File: config.mk
export PLATFORM = sky130hd
export DESIGN_NAME = garage_gate_sensor
export DESIGN_NICKNAME = d
export VERILOG_FILES = /design/src/rtl/garage_pkg.sv /design/src/rtl/garage_gate_sensor_beam_debounce.sv /design/src/rtl/garage_gate_sensor.sv
export SDC_FILE = /design/constraint.sdc
export NUM_CORES = 1
export LEC_CHECK = 0
export CORE_ASPECT_RATIO = 0.7
export CORE_MARGIN = 2
export CORE_UTILIZATION = 56
export DETAILED_ROUTE_END_ITERATION = 6
export PLACE_DENSITY_LB_ADDON = 0.25
export SYNTH_ARGS = -nofsm -noshare
export SYNTH_HDL_FRONTEND = slang
export SYNTH_SLANG_ARGS = --single-unit
File: constraint.sdc
create_clock -name clk -period 2.5 [get_ports clk]
set_input_delay 0.5 -clock clk [delete_from_list [all_inputs] [get_ports clk]]
set_output_delay 0.5 -clock clk [all_outputs]
set_load 0.02 [all_outputs]
File: src/rtl/garage_pkg.sv
// Shared types and constants for the garage gate sensor.
package garage_pkg;

   typedef enum logic [2:0] {
      IDLE  = 3'd0,
      EN1   = 3'd1,
      EN2   = 3'd2,
      EN3   = 3'd3,
      EX1   = 3'd4,
      EX2   = 3'd5,
      EX3   = 3'd6,
      AMBIG = 3'd7
   } gate_state_e;

   localparam int unsigned CAP_DEFAULT = 50;

   localparam logic DIR_ENTRY = 1'b1;
   localparam logic DIR_EXIT  = 1'b0;

endpackage

File: src/rtl/garage_gate_sensor_beam_debounce.sv
// Per-beam cleaner: 2-FF synchronizer plus optional debounce counter.
// Debounce is built only when GATE_DEBOUNCE_EN is defined.
module beam_debounce #(
   parameter int unsigned DEBOUNCE_CYCLES = 8
) (
   input  logic clk,
   input  logic reset,
   input  logic raw,
   output logic level
);

   // A zero-cycle debounce window has no meaning; reject it at elaboration.
   if (DEBOUNCE_CYCLES == 0) begin : g_bad_cfg
      $error("beam_debounce: DEBOUNCE_CYCLES must be at least 1");
   end

   logic sync1_q, sync2_q;

   // Two-stage synchronizer for the asynchronous beam input.
   always_ff @(posedge clk or posedge reset) begin
      if (reset) begin
         sync1_q <= 1'b0;
         sync2_q <= 1'b0;
      end else begin
         sync1_q <= raw;
         sync2_q <= sync1_q;
      end
   end

`ifdef GATE_DEBOUNCE_EN
   localparam int unsigned CNT_W = (DEBOUNCE_CYCLES > 1) ? $clog2(DEBOUNCE_CYCLES) : 1;

   logic             clean_q, clean_d;
   logic [CNT_W-1:0] cnt_q, cnt_d;

   // Count consecutive cycles at a new level; adopt it once the window is met.
   always_comb begin
      clean_d = clean_q;
      cnt_d   = '0;
      if (sync2_q != clean_q) begin
         if (cnt_q == CNT_W'(DEBOUNCE_CYCLES - 1)) begin
            clean_d = sync2_q;
         end else begin
            cnt_d = cnt_q + CNT_W'(1);
         end
      end
   end

   // Debounce state registers.
   always_ff @(posedge clk or posedge reset) begin
      if (reset) begin
         clean_q <= 1'b0;
         cnt_q   <= '0;
      end else begin
         clean_q <= clean_d;
         cnt_q   <= cnt_d;
      end
   end

   assign level = clean_q;
`else
   assign level = sync2_q;
`endif

endmodule

File: src/rtl/garage_gate_sensor.sv
// Gate-lane passage decoder: turns the outer/inner beam sequence into one
// entry/exit event per car, reports full, drives the entry-gate enable and
// flags ambiguous, stalled and over-capacity passages.
// Optional debounce stage: define GATE_DEBOUNCE_EN.
module garage_gate_sensor
   import garage_pkg::*;
#(
   parameter int unsigned CAPACITY        = CAP_DEFAULT,
   parameter int unsigned TIMEOUT         = 1000,
   parameter int unsigned DEBOUNCE_CYCLES = 8
) (
   input  logic       clk,
   input  logic       reset,
   input  logic       s_out,
   input  logic       s_in,
   input  logic [5:0] count,
   output logic       ev_valid,
   output logic       ev_dir,
   output logic       full,
   output logic       gate_en,
   output logic       fault
);

   localparam int unsigned TMO_W = $clog2(TIMEOUT + 1);

   logic             a, b;
   gate_state_e      state_q, state_d;
   logic [TMO_W-1:0] tmo_q, tmo_d;
   logic             ev_valid_q, ev_valid_d;
   logic             ev_dir_q, ev_dir_d;
   logic             fault_q, fault_d;
   logic             full_q, full_d;
   logic             gate_en_q, gate_en_d;

   beam_debounce #(.DEBOUNCE_CYCLES(DEBOUNCE_CYCLES)) u_beam_out (
      .clk   (clk),
      .reset (reset),
      .raw   (s_out),
      .level (a)
   );

   beam_debounce #(.DEBOUNCE_CYCLES(DEBOUNCE_CYCLES)) u_beam_in (
      .clk   (clk),
      .reset (reset),
      .raw   (s_in),
      .level (b)
   );

   // Passage decode, stall timeout, event/fault strobes, full and gate enable.
   always_comb begin
      state_d    = state_q;
      ev_valid_d = 1'b0;
      ev_dir_d   = 1'b0;
      fault_d    = 1'b0;

      case (state_q)
         IDLE: begin
            case ({a, b})
               2'b10:   state_d = EN1;
               2'b01:   state_d = EX1;
               2'b11: begin
                  state_d = AMBIG;
                  fault_d = 1'b1;
               end
               default: state_d = IDLE;
            endcase
         end
         EN1: begin
            case ({a, b})
               2'b11:   state_d = EN2;
               2'b00:   state_d = IDLE;
               2'b01:   state_d = AMBIG;
               default: state_d = EN1;
            endcase
         end
         EN2: begin
            case ({a, b})
               2'b01:   state_d = EN3;
               2'b10:   state_d = EN1;
               2'b00:   state_d = AMBIG;
               default: state_d = EN2;
            endcase
         end
         EN3: begin
            case ({a, b})
               2'b00: begin
                  state_d    = IDLE;
                  ev_valid_d = 1'b1;
                  ev_dir_d   = DIR_ENTRY;
                  fault_d    = full_q;
               end
               2'b11:   state_d = EN2;
               2'b10:   state_d = AMBIG;
               default: state_d = EN3;
            endcase
         end
         EX1: begin
            case ({a, b})
               2'b11:   state_d = EX2;
               2'b00:   state_d = IDLE;
               2'b10:   state_d = AMBIG;
               default: state_d = EX1;
            endcase
         end
         EX2: begin
            case ({a, b})
               2'b10:   state_d = EX3;
               2'b01:   state_d = EX1;
               2'b00:   state_d = AMBIG;
               default: state_d = EX2;
            endcase
         end
         EX3: begin
            case ({a, b})
               2'b00: begin
                  state_d    = IDLE;
                  ev_valid_d = 1'b1;
                  ev_dir_d   = DIR_EXIT;
               end
               2'b11:   state_d = EX2;
               2'b01:   state_d = AMBIG;
               default: state_d = EX3;
            endcase
         end
         AMBIG: begin
            if ({a, b} == 2'b00) begin
               state_d = IDLE;
            end
         end
         default: state_d = IDLE;
      endcase

      // A passage sitting in one state for TIMEOUT cycles is abandoned.
      if ((state_d == state_q) && (state_q != IDLE) && (state_q != AMBIG) &&
          (tmo_q == TMO_W'(TIMEOUT - 1))) begin
         state_d = AMBIG;
         fault_d = 1'b1;
      end

      if (state_d != state_q) begin
         tmo_d = '0;
      end else if (tmo_q == TMO_W'(TIMEOUT)) begin
         tmo_d = tmo_q;
      end else begin
         tmo_d = tmo_q + TMO_W'(1);
      end

      full_d    = (32'(count) >= CAPACITY);
      gate_en_d = ((state_q == IDLE) || (state_q == EN1)) && !full_q;
   end

   // State and output registers.
   always_ff @(posedge clk or posedge reset) begin
      if (reset) begin
         state_q    <= IDLE;
         tmo_q      <= '0;
         ev_valid_q <= 1'b0;
         ev_dir_q   <= 1'b0;
         fault_q    <= 1'b0;
         full_q     <= 1'b0;
         gate_en_q  <= 1'b0;
      end else begin
         state_q    <= state_d;
         tmo_q      <= tmo_d;
         ev_valid_q <= ev_valid_d;
         ev_dir_q   <= ev_dir_d;
         fault_q    <= fault_d;
         full_q     <= full_d;
         gate_en_q  <= gate_en_d;
      end
   end

   assign ev_valid = ev_valid_q;
   assign ev_dir   = ev_dir_q;
   assign fault    = fault_q;
   assign full     = full_q;
   assign gate_en  = gate_en_q;

endmodule

==> results <==
- VDD sags by at most between 0.0004 and 0.0005 V.
- The placer congestion estimate is between 0.9 and 1.
- The clock slew seen by the registers of the worst setup and hold paths is approximately 0.07 ns.
- The portion of total power attributed to the clock network is 0.135.
- The shortest period the worst path allows is around 2.2 ns.
- In this run the worst hold path is classified as reg2reg.
- The fraction of final layout cells sized beyond drive strength 1 is 0.09434.
- In this run the tightest slew margin relative to its limit is 0.4918.
- The vias after detailed routing is roughly 1,100.
- In the routed design, unresolved DRC markers number 0.
- The top cell family by delay on the critical path is flip-flops.
- The design draws between 1.5 and 2 mW.
- Among all stages on the critical path, the largest delay is contributed by sky130_fd_sc_hd__dfrtp_1.
- The area growth from synthesis to layout is 11.63%.
- The switching portion of total power is 0.4532.
- After layout, the worst setup slack is roughly 0.29 ns.
- The total power divided by cell area is between 900 and 1000 mW/mm2.
- After detailed routing, the number of vias per cell comes to roughly 5.9.
- The via count of the first global-routing pass was roughly 1,100.
- 15 I/O pins were placed.
- Of the synthesized area, sequential elements account for 0.3707.
- For the pin with the worst max-slew slack, the measured transition is approximately 0.76 ns.
- The nature of the critical path startpoint is a flip-flop.
- The category of the worst setup path capture point is a flip-flop.
- The internal power of the cells totals roughly 840 uW.
- The first-pass GRT wire length is between 4000 and 5000 um.
- The cell depth of the worst setup path is 5.
- The number of buffers and inverters on the critical path is 0.
- The required time of the critical path is between 2 and 3 ns.
- The number of hold-slack violations in the final timing report was 0.
- The cell leakage power is around 0.66 nW.
- Walking the worst path, the cells encountered are nand2b_4 > o32ai_4 > o31ai_2 > nand4_4 > nor3_1.
- Hold timing on the final database bottoms out at a slack of about 0.35 ns.
- During placement, the flow inserted port buffers numbering 13.
- The tool flagged a number of max-cap violations equal to 0.
- The startpoint identified for the worst register-to-register timing path is state_q[2].
- The endpoint of the most critical register-to-register path is tmo_q[1].
- The post-synthesis net count is around 170.
- The total detailed-routing wirelength is between 2000 and 3000 um.
- The post-synthesis register bit count is 22.
- The TritonCTS buffer count is 3.
- The chip height is about 47 um.
- Before CTS, the worst setup slack after placement is ~0.32 ns.
- Across every metal layer, demand over resource in global routing totals 0.2028.
- Once layout is complete, the utilization of the core stands at 0.6642.
- The first-iteration detailed-routing DRC count is between 60 and 70.
- The flow ran to the end, and the final reports show no timing, DRC or antenna violations.
- No sink is reached through more buffers than the 2 on the longest clock path.
- The number of antenna-violating nets in the routed design is 0.
- The summed instance area of the synthesized netlist is roughly 0.0015 mm2.
- Along the worst path, the maximum fanout reaches 20.
- TritonCTS built the clock tree.
- The first detailed-routing pass took 4 iterations.
- For this run the aggregate overflow at the end of global routing stands at 0.
- The post-synthesis area per instance is between 10 and 15 um2.
- The later pin in the worst-skew pair is clocked with a latency of 0.25 ns.
- The synthesized instance count is 148.
- 0 antenna diodes ended up in the layout.
- The floorplan has 15 rows.
- Between clock sinks in the finished design, the worst skew comes to about 0.0018 ns.
- The fill cell instance count of the final layout is 211.
- In this run the number of H-tree levels came out at 1.
- The maximum clock frequency is between 0.4 and 0.5 GHz.
- Leaving out fill and tap cells, the most frequent cells in the layout are sky130_fd_sc_hd__dfrtp_1 (22), sky130_fd_sc_hd__nor3_1 (14), sky130_fd_sc_hd__clkdlybuf4s50_1 (13).
- Setup repair after global routing left no endpoint under its margin.
- The period utilization is 0.8837.
- Entering global routing, the biggest net connects 23 pins.
- In the final design database the tool counted roughly 180 nets.
- The most common cell after layout, fill and taps aside is sky130_fd_sc_hd__dfrtp_1.
- Of the total power, combinational logic draws 0.488.
- The analysis attributes to net switching a power of ~700 uW.
- In this run the most critical hold path is launched from u_beam_in.sync1_q.
- Data arrives at the worst endpoint at ~2.4 ns.
- The buffer cell driving the clock tree root is sky130_fd_sc_hd__clkbuf_8.
- The final-layout setup total negative slack is 0 ns.
- The total half-perimeter wirelength after legalization and detailed placement is approximately 2100 um.
- The register-to-register setup slack is between 0.2 and 0.3 ns.
- The total area inside the core boundary comes to roughly 0.0025 mm2.
- The initial antenna violation count came to 0.
- The initial utilization of the core area, before any placement, comes to 0.5950.
- In this run, distinct cell masters in the synthesized netlist total 44.
- The number of buffers inserted for hold repair after clock tree synthesis is 0.
- The total count of max-transition violations in the final report was 0.
- Post-CTS repair changed the size of 0 cells.
- The floorplan step set the die width to ~66 um.
- The average wire per standard cell is 14.51 um.
- The sequential power share is 0.377.
- The kind of critical path is reg2reg.
- The worst hold path was traced through 0 stages.
- The number of cell instances on the worst register-to-register path is 5.
- The critical path's largest stage delay is 0.84 ns.
- The path with the worst hold slack has its endpoint at u_beam_in.level.
- The number of setup violations in the final report is 0.
- Once the clock tree was built, the setup fixing pass inserted 0 buffers.
- The full die area is slightly above 0.003 mm2.
- The Yosys step of the flow raised 0 warnings.
- The number of sinks on the clock net is 22.
## power groups by stage
| stage | Sequential, mW | Combinational [mW] | Clock [mW] |
|---|---|---|---|
| floorplan | 0.472 | 0.731 | 0 |
| global placement | 0.581 | 0.710 | 0 |
| detailed placement | 0.583 | 0.736 | 0 |
| CTS | 0.577 | 0.740 | 0.217 |
| global route | 0.595 | 0.820 | 0.225 |
| finish | 0.579 | 0.749 | 0.207 |
## cell usage after synthesis
cell | n | area, um2
sky130_fd_sc_hd__and3_1 | 4 | 25.02
sky130_fd_sc_hd__nor3b_2 | 2 | 25.02
sky130_fd_sc_hd__nor3_1 | 14 | 70.07
sky130_fd_sc_hd__o31ai_1 | 1 | 7.510
sky130_fd_sc_hd__a211oi_1 | 2 | 15.01
sky130_fd_sc_hd__nand3_1 | 5 | 25.02
sky130_fd_sc_hd__ha_1 | 10 | 125.1
sky130_fd_sc_hd__a31oi_1 | 3 | 18.77
sky130_fd_sc_hd__o311ai_4 | 1 | 26.28
sky130_fd_sc_hd__nand2b_1 | 5 | 31.28
sky130_fd_sc_hd__o2111ai_1 | 1 | 8.760
sky130_fd_sc_hd__and4b_1 | 1 | 10.01
sky130_fd_sc_hd__o221ai_2 | 1 | 15.01
sky130_fd_sc_hd__nand4_4 | 1 | 21.27
sky130_fd_sc_hd__o311a_1 | 1 | 10.01
sky130_fd_sc_hd__nor2_1 | 12 | 45.04
sky130_fd_sc_hd__nor2b_1 | 2 | 12.51
sky130_fd_sc_hd__nand2b_4 | 1 | 13.76
sky130_fd_sc_hd__and2_1 | 1 | 6.260
sky130_fd_sc_hd__xor2_1 | 3 | 26.28
sky130_fd_sc_hd__nand3b_1 | 2 | 15.01
sky130_fd_sc_hd__or4b_1 | 1 | 10.01
sky130_fd_sc_hd__mux2i_1 | 2 | 20.02
sky130_fd_sc_hd__clkbuf_1 | 1 | 3.750
sky130_fd_sc_hd__a21oi_2 | 1 | 8.760
sky130_fd_sc_hd__xnor2_1 | 5 | 43.79
sky130_fd_sc_hd__dfrtp_1 | 22 | 550.5
sky130_fd_sc_hd__mux2_1 | 1 | 11.26
sky130_fd_sc_hd__nand4_1 | 2 | 12.51
sky130_fd_sc_hd__inv_1 | 8 | 30.03
sky130_fd_sc_hd__a221oi_1 | 1 | 8.760
sky130_fd_sc_hd__buf_4 | 3 | 22.52
sky130_fd_sc_hd__o21ai_1 | 1 | 5.000
sky130_fd_sc_hd__nand2_1 | 8 | 30.03
sky130_fd_sc_hd__o22ai_1 | 1 | 6.260
sky130_fd_sc_hd__o32ai_4 | 1 | 27.53
sky130_fd_sc_hd__nor3b_1 | 2 | 15.01
sky130_fd_sc_hd__nor3_4 | 1 | 16.27
sky130_fd_sc_hd__buf_6 | 2 | 22.52
sky130_fd_sc_hd__a311oi_1 | 1 | 8.760
sky130_fd_sc_hd__a21oi_1 | 5 | 25.02
sky130_fd_sc_hd__o21ai_0 | 4 | 20.02
sky130_fd_sc_hd__o31ai_2 | 1 | 12.51
sky130_fd_sc_hd__a22oi_4 | 1 | 21.27
## flip-flops by register name, summed over array words and instances (netlist names)
register            flops
ev_dir                  1
fault                   1
full                    1
tmo_q                  10
u_beam_in.sync1_q       1
ev_valid                1
state_q                 3
u_beam_out.sync1_q      1
u_beam_in.level         1
u_beam_out.level        1
gate_en                 1
## worst reg2reg max path: cells and delay by family (launching register included)
kind / cells / cell delay, ns
DFF: 1 / 0.84
and+or+nand+nor: 3 / 0.78
AOI/OAI and AO/OA: 2 / 0.50
## logic make-up (layout without fill, tap and decap cells)
kind of cell,after synthesis,count (layout),share of synthesized area
mux,3,3,0.02106
fa+ha+maj,10,10,0.08425
simple gates,64,64,0.2586
compound gates,27,27,0.1651
buf+inv,14,25,0.05307
xor+xnor,8,8,0.04718
flops,22,22,0.3707
## per-layer routing
metal,vias up,share of wire,global-route usage
met3,2,0.050,0.05516
met4,0,0.0046,0.05417
met1,550,0.48,0.2745
li1,558,-,-
met5,-,0,0
met2,35,0.46,0.3306
## area by class of cell
cell class	instances	area (um2)	area share
Inverter	8	30.03	0.01811
Tap cell	34	42.54	0.02566
Multi-Input combinational cell	112	855.8	0.5162
Sequential cell	22	550.5	0.3321
Clock buffer	3	41.29	0.02491
Timing Repair Buffer	14	137.6	0.08302
## worst max-delay path by stage
stage | end | from | slack [ns]
final | tmo_q[1] | state_q[2] | 0.29
after global routing | tmo_q[1] | state_q[2] | 0.13
after CTS | tmo_q[1] | state_q[2] | 0.32
after detailed placement | tmo_q[9] | state_q[2] | 0.32
after global placement | tmo_q[1] | state_q[2] | 0.39
after floorplan | tmo_q[0] | u_beam_out.level | 0.67
## per-stage QoR
step / instances / instance area (um2)
floorplan: 148 / 1485
global placement: 190 / 1617
detailed placement: 190 / 1617
CTS: 193 / 1658
global route: 193 / 1658
finish: 193 / 1658
(Power assumes the default switching activity.)
